$ cat src/rtl/bus_demux_gather.sv
// Word-to-bus gatherer: packs a stream of DAT_WIDTH words into one TOTAL_DAT frame.
// Gather stage (p0) feeds a registered output stage (p1); short frames end on din_last.
module bus_demux_gather #(
   parameter int DAT_WIDTH = 16,
   parameter int SEL_WIDTH = 3,
   parameter int TOTAL_DAT = DAT_WIDTH << SEL_WIDTH,
   parameter int NUM_WORDS = 1 << SEL_WIDTH
) (
   input  logic                 clk,
   input  logic                 rst_n,
   input  logic [DAT_WIDTH-1:0] din,
   input  logic                 din_valid,
   input  logic                 din_last,
   output logic                 din_ready,
   output logic [TOTAL_DAT-1:0] dout,
   output logic [NUM_WORDS-1:0] dout_mask,
   output logic                 dout_valid,
   input  logic                 dout_ready
);

   logic [TOTAL_DAT-1:0] gbuf_p0;
   logic [NUM_WORDS-1:0] gmask_p0;
   logic [SEL_WIDTH-1:0] gidx_p0;
   logic                 vld_p0;

   logic accept;
   logic xfer;
   logic last_word;

   assign din_ready = !vld_p0;
   assign accept    = din_valid & din_ready;
   assign xfer      = vld_p0 & (!dout_valid | dout_ready);
   assign last_word = din_last | (gidx_p0 == SEL_WIDTH'(NUM_WORDS - 1));

   // Stage p0: gather lanes until the frame is full or din_last closes it
   always_ff @(posedge clk or negedge rst_n) begin
      if (!rst_n) begin
         gbuf_p0  <= '0;
         gmask_p0 <= '0;
         gidx_p0  <= '0;
         vld_p0   <= 1'b0;
      end else if (xfer) begin
         // cleared on handoff so unfilled lanes of the next short frame read 0
         gbuf_p0  <= '0;
         gmask_p0 <= '0;
         vld_p0   <= 1'b0;
      end else if (accept) begin
         gbuf_p0[gidx_p0*DAT_WIDTH +: DAT_WIDTH] <= din;
         gmask_p0[gidx_p0]                       <= 1'b1;
         if (last_word) begin
            vld_p0  <= 1'b1;
            gidx_p0 <= '0;
         end else begin
            gidx_p0 <= gidx_p0 + 1'b1;
         end
      end
   end

   // Stage p1: output register, refilled in the same cycle it is released
   always_ff @(posedge clk or negedge rst_n) begin
      if (!rst_n) begin
         dout       <= '0;
         dout_mask  <= '0;
         dout_valid <= 1'b0;
      end else if (xfer) begin
         dout       <= gbuf_p0;
         dout_mask  <= gmask_p0;
         dout_valid <= 1'b1;
      end else if (dout_valid && dout_ready) begin
         dout_valid <= 1'b0;
      end
   end

endmodule

$ cat config.mk
export PLATFORM = sky130hd
export DESIGN_NAME = bus_demux_gather
export DESIGN_NICKNAME = d
export VERILOG_FILES = /design/src/rtl/bus_demux_gather.sv
export SDC_FILE = /design/constraint.sdc
export NUM_CORES = 1
export LEC_CHECK = 0
export BUFFER_PORTS_ARGS = -buffer_cell sky130_fd_sc_hd__clkbuf_2
export CORE_UTILIZATION = 55
export DETAILED_ROUTE_END_ITERATION = 10
export GPL_ROUTABILITY_DRIVEN = 1
export GPL_TIMING_DRIVEN = 1
export PLACE_DENSITY = 0.77
export SYNTH_ARGS = -nofsm -noshare
export SYNTH_HDL_FRONTEND = slang
export SYNTH_SLANG_ARGS = --single-unit
$ cat constraint.sdc
create_clock -name clk -period 6.55 [get_ports clk]
set_clock_uncertainty 0.1 [all_clocks]
set_input_delay 0.3275 -clock clk [delete_from_list [all_inputs] [get_ports clk]]
set_output_delay 0.3275 -clock clk [all_outputs]
set_load 0.05 [all_outputs]
==> results_dict.tcl, run 1 <==
set metrics [dict create \
    num_rows 52 \
    grt_max_degree 158 \
    start_util 0.5604 \
    critPathKind "reg -> reg" \
    yosys_warnings 0 \
    synth-edff-count 0 \
    report.final.slew_viol_count 0 \
    r2r_cells 6 \
    nets 1037 \
    wl_per_cell_um 19.89 \
    final_cells 1300 \
    fp.dieH_um 145.4 \
    arrival_ns 3.63 \
    coreArea_um2 20170 \
    drive_above_1_share 0.3398 \
    dieArea_um2 21130 \
    ant_nets 0 \
    ir_worst_vdd_uv 214.9 \
    num_antenna_cells 0 \
    fin_crit_ns 3.372 \
    required_ns 6.81 \
    fin_crit_sh 0.5149 \
    clk_latency_ns 0.53 \
    final_cell_mix "dfrtp_1 (277), clkbuf_2 (157), o21ai_0 (147)" \
    finish.utilization 0.6485 \
    die_x_um 145.4 \
    cp_slowest_stage_delay_ns 1.06 \
    yosysUniqueCellTypes 37 \
    fin_tns_setup_ns 0 \
    cts_buffers 27 \
    fin_total_pwr_mw 4.644 \
    yosysTopAreaCellShare 0.6133 \
    dp.cells 1250 \
    powerDensity_nw_per_um2 355.0 \
    cts_root_buf "clkbuf_16" \
    worstHoldPathType "in -> reg" \
    area_growth_pct 15.73 \
    synthArstFlopShare 1.000 \
    synthCells 885 \
    grt_setup_unrepaired "false" \
    fmax_mhz 296.5 \
    min_path_cells 3 \
    via_per_inst 5.818 \
    seq_area_frac_synth 0.6133 \
    cap_violations 0 \
    grt_pass1_wl_um 41300 \
    cpMostUsedCell "ha_1" \
    ys_ff_latch 277 \
    vias 7564 \
    gp_congestion 0.8037 \
    cp_slowest_cell "or4b_1" \
    synth_area_leader_cell "dfrtp_1" \
    worstSetupStartpointType "register" \
    status "finished clean" \
    boundaryPins 159 \
    cts_tree "yes" \
    syn_nets 911 \
    clockBufferDepth 3 \
    first_pass_iters 5 \
    clk_pin_slew_ns 0.06 \
    cts_sinks 277 \
    fillers 1547 \
    grt.overflow.total 0 \
    max_slew.worst_pin.slew_ns 1.210 \
    drc 0 \
    crit_path_max_fanout 18 \
    grtUsageTotal 0.2469 \
    grt_pass1_vias 7474 \
    critPathCaptureType "register" \
    crit_chain "inv_1, ha_1, ha_1, nand2b_1, or4b_1, mux2i_1" \
    final_common_cell "dfrtp_1" \
    hpwl_um 16060 \
    first_iter_violations 595 \
    synth_area_leaders "dfrtp_1 (61%), mux2_2 (13%), mux2i_1 (7.1%)" \
    yosys_most_used_dff "dfrtp_1" \
    io_buffers 158 \
    hold_ws_ns 0.02443 \
    synth_area_um2 11300 \
    hold_viol_final 0 \
    reg2reg_slack_ns 3.18 \
    finalSetupViolations 0 \
    maxSlewHeadroom 0.1905 \
    p_leak_nw 6.945 \
    htree_levels 1 \
    antenna_found_initial 0 \
    avgSynthCellArea_um2 12.77 \
    drt_wl_total_um 25850 \
]
[worst paths after layout]
path,start,to
worst max-delay path,gidx_p0[0],gbuf_p0[73]
worst min-delay path,din[2],gbuf_p0[50]
worst max register to register,gidx_p0[0],gbuf_p0[73]
worst min register to register,gbuf_p0[11],dout[11]
max in group asynchronous,rst_n,gbuf_p0[65]
min in group asynchronous,rst_n,dout[13]
[per-stage QoR]
stage          worst slack [ns]  instance area, um^2
3_3_place_gp              3.295                12240
2_1_floorplan             3.934                11300
4_1_cts                   3.193                13080
5_1_grt                   2.940                13080
3_5_place_dp              3.201                12240
6_report                  3.178                13080
[routing by layer]
layer	up-vias	share of wire	global-route usage
met5	-	0	0
met4	0	0.024	0.07421
met3	39	0.062	0.03229
met2	276	0.47	0.3870
met1	3842	0.45	0.3636
li1	3407	-	-
[worst max-delay path, delay by kind of cell, from the launching register on]
family / cells / cell delay, ns
simple gates: 2 / 1.43
flops: 1 / 0.62
buf+inv: 1 / 0.14
fa+ha+maj: 2 / 0.65
mux: 1 / 0.25
[power by group]
part	switching (mW)	leakage (nW)	internal (mW)
Combinational	0.825	2.72	0.302
Sequential	0.141	3.82	1.94
Clock	0.623	0.405	0.817
Total	1.59	6.95	3.05
[registers in the layout, indices dropped and copies added, names as in the netlist]
name,cells
gidx_p0,3
gbuf_p0,128
dout_mask,8
gmask_p0,8
dout,128
vld_p0,1
dout_valid,1
[what timing repair did]
action	4_1_cts	5_1_grt
buffers inserted	0	0
resized for setup	0	0
hold endpoints to repair	121	0
hold buffers	2	0
[cell families after synthesis]
group / Yosys count / synth area share
compound gates: 207 / 0.09421
fa+ha+maj: 5 / 0.005535
buf+inv: 94 / 0.03686
flops: 277 / 0.6133
mux: 215 / 0.2054
simple gates: 87 / 0.04473
[synthesized netlist by cell type, drive strengths merged, types with 2 or more instances]
cell type,instances
inv,21
buf,29
nor4bb,2
clkbuf,44
mux2i,80
a21oi,51
nand2b,2
nand3,46
mux2,135
nor3b,2
dfrtp,277
a22o,2
nand4b,3
o21ai,147
ha,5
nand4,5
nand2,2
nor2,11
nor2b,6
a31oi,3
[cell type report]
type,instances,area (um^2),share of cell area
Clock buffer,42,782.0,0.05979
Multi-Input combinational cell,514,3995,0.3054
Timing Repair Buffer,170,920.9,0.07040
Sequential cell,277,6932,0.5299
Inverter,21,78.83,0.006026
Tap cell,270,337.8,0.02583
Clock inverter,6,33.78,0.002583
Note: power is estimated with default switching activity, not from simulation.
==> inputs of run 2 (changes only) <==
- ABC_AREA: default -> 1
- CORE_UTILIZATION: 55 -> 51
- PLACE_DENSITY: 0.77 -> 0.75
- clock period: 6.55 -> 2.8 ns (I/O delays scaled with it)
==> results_dict.tcl, run 2 <==
set metrics [dict create \
    arrival_ns 2.76 \
    fp.dieH_um 149.6 \
    cts_buffers 29 \
    crit_buf_inv 2 \
    via_per_inst 5.308 \
    fin_crit_sh 0.8759 \
    worstSetupStartpointType "register" \
    grt_pass1_vias 8770 \
    avgSynthCellArea_um2 8.657 \
    synthCells 1284 \
    finish.utilization 0.6275 \
    drt_wl_total_um 28790 \
    cts_setup_buffers 0 \
    status "finished clean" \
    synth_area_um2 11120 \
    fin_tns_setup_ns 0 \
    synth.most_common_cell "nand2_1" \
    fin_crit_ns 2.453 \
    ir_worst_vdd_uv 667.2 \
    drive_above_1_share 0.1668 \
    synth_area_leader_cell "dfrtp_1" \
    grt_setup_unrepaired "false" \
    cp_slowest_stage_delay_ns 0.41 \
    cts_root_buf "clkbuf_16" \
    drc 0 \
    grt_pass1_wl_um 45710 \
    largest_registers "dout x128, gbuf_p0 x128" \
    cp_top_family "simple AND/OR/NAND/NOR gates" \
    ys_ff_latch 277 \
    first_pass_iters 6 \
    crit_path_max_fanout 16 \
    powerDensity_nw_per_um2 981.9 \
    wl_per_cell_um 16.51 \
    clockBufferDepth 3 \
    reg2reg_slack_ns 0.35 \
    p_leak_nw 7.581 \
    synth-edff-count 0 \
    worstHoldPathType "in -> async" \
    coreArea_um2 21220 \
    yosysUniqueCellTypes 21 \
    die_x_um 149.6 \
    layout_setup_ws_ns 0.3474 \
    seqCellArea_um2 6932 \
    fillers 1836 \
    critPathKind "reg -> reg" \
    grt.overflow.total 0 \
    report.final.slew_viol_count 0 \
    hold_viol_final 0 \
    yosys_warnings 0 \
    dp.cells 1672 \
    crit_chain "inv_1, ha_1, ha_1, inv_2, nand3_1, nor2_2, nand2_2, nand3_1, o21ai_0" \
    critPathCaptureType "register" \
    cp_slowest_cell "dfrtp_1" \
    pre_cts_slack_ns 0.4025 \
    first_iter_violations 784 \
    clk_latency_ns 0.54 \
    finalSetupViolations 0 \
    ant_nets 0 \
    grt_max_degree 85 \
    max_slew.worst_pin.slew_ns 0.7928 \
    boundaryPins 159 \
    vias 9258 \
    final_cell_mix "nand2_1 (640), dfrtp_1 (277), clkbuf_2 (157)" \
    grtUsageTotal 0.2619 \
    hpwl_um 18850 \
    fmax_mhz 407.7 \
    htree_levels 1 \
    antenna_found_initial 0 \
    required_ns 3.11 \
    start_util 0.5238 \
    multi_input_area_um2 3761 \
    netlist_top_cells_count "nand2_1 (640), dfrtp_1 (277), nand3_1 (138)" \
    final_common_cell "nand2_1" \
    clk_pin_slew_ns 0.06 \
    yosysTopAreaCellShare 0.6236 \
    seq_area_frac_synth 0.6236 \
    dieArea_um2 22390 \
    area_growth_pct 19.79 \
    final_cells 1744 \
    maxSlewHeadroom 0.4695 \
    num_antenna_cells 0 \
    cts_tree "yes" \
    nets 1474 \
    gp_congestion 1.000 \
    num_rows 53 \
    yosys_most_used_dff "dfrtp_1" \
    cap_violations 0 \
    synth_area_leaders "dfrtp_1 (62%), nand2_1 (22%), nand3_1 (6.2%)" \
    io_buffers 158 \
    syn_nets 1310 \
    synthArstFlopShare 1.000 \
    cts_sinks 277 \
]
-- run 2: what timing repair did --
action / CTS / global route
endpoints found under the hold margin: 156 / 0
gates resized for setup: 0 / 0
setup endpoints to repair: 0 / 0
hold buffers: 20 / 0
-- run 2: worst paths after layout --
kind,startpoint,endpoint,depth (start not counted)
max in group asynchronous,rst_n,dout[56],3
max,gidx_p0[1],gbuf_p0[13],9
min,rst_n,dout[91],2
min in group clk,gbuf_p0[59],dout[59],2
max reg2reg,gidx_p0[1],gbuf_p0[13],9
min reg2reg,gbuf_p0[59],dout[59],2
-- run 2: logic make-up (layout without fill, tap and decap cells) --
group           Yosys count  count (layout)  synth area share
compound gates           57              57           0.02611
fa+ha+maj                 5               5          0.005628
flops                   277             277            0.6236
buf+inv                 103             288           0.03928
simple gates            842             842            0.3054
-- run 2: worst register-to-register path, stage by stage, from the launching register on --
cell	delay (ns)
dfrtp_1	0.41
inv_1	0.14
ha_1	0.24
ha_1	0.39
inv_2	0.16
nand3_1	0.10
nor2_2	0.26
nand2_2	0.27
nand3_1	0.14
o21ai_0	0.10
-- run 2: metal layers --
layer / part of all wire / GRT usage / wire length, um
met2: 0.47 / 0.4199 / 13510
met4: 0.030 / 0.08878 / 860
met5: 0 / 0 / 0
met3: 0.074 / 0.03628 / 2119
met1: 0.43 / 0.3674 / 12300
-- run 2: layout make-up --
type	instances	area share
inverter	34	0.009773
sequential	277	0.5206
tap	275	0.02584
clock inverter	9	0.007611
multi-input combinational	904	0.2825
clock buffer	43	0.06221
timing repair buffer	202	0.09152
-- run 2: report_power, final --
part	total (mW)	internal (mW)	switching, mW	leakage (nW)
registers	5.29	4.79	0.497	3.82
logic	4.04	0.889	3.15	3.30
clock network	3.74	2.22	1.52	0.456
total	13.1	7.90	5.17	7.58
-- run 2: through the flow --
stage / hold slack [ns] / area, um^2 / power (mW)
2_1_floorplan: -0.2556 / 11120 / 8.216
3_3_place_gp: 0.09811 / 12190 / 9.227
3_5_place_dp: 0.09550 / 12190 / 9.317
4_1_cts: 0.1331 / 13320 / 13.12
5_1_grt: 0.1635 / 13320 / 13.69
6_report: 0.1142 / 13320 / 13.07
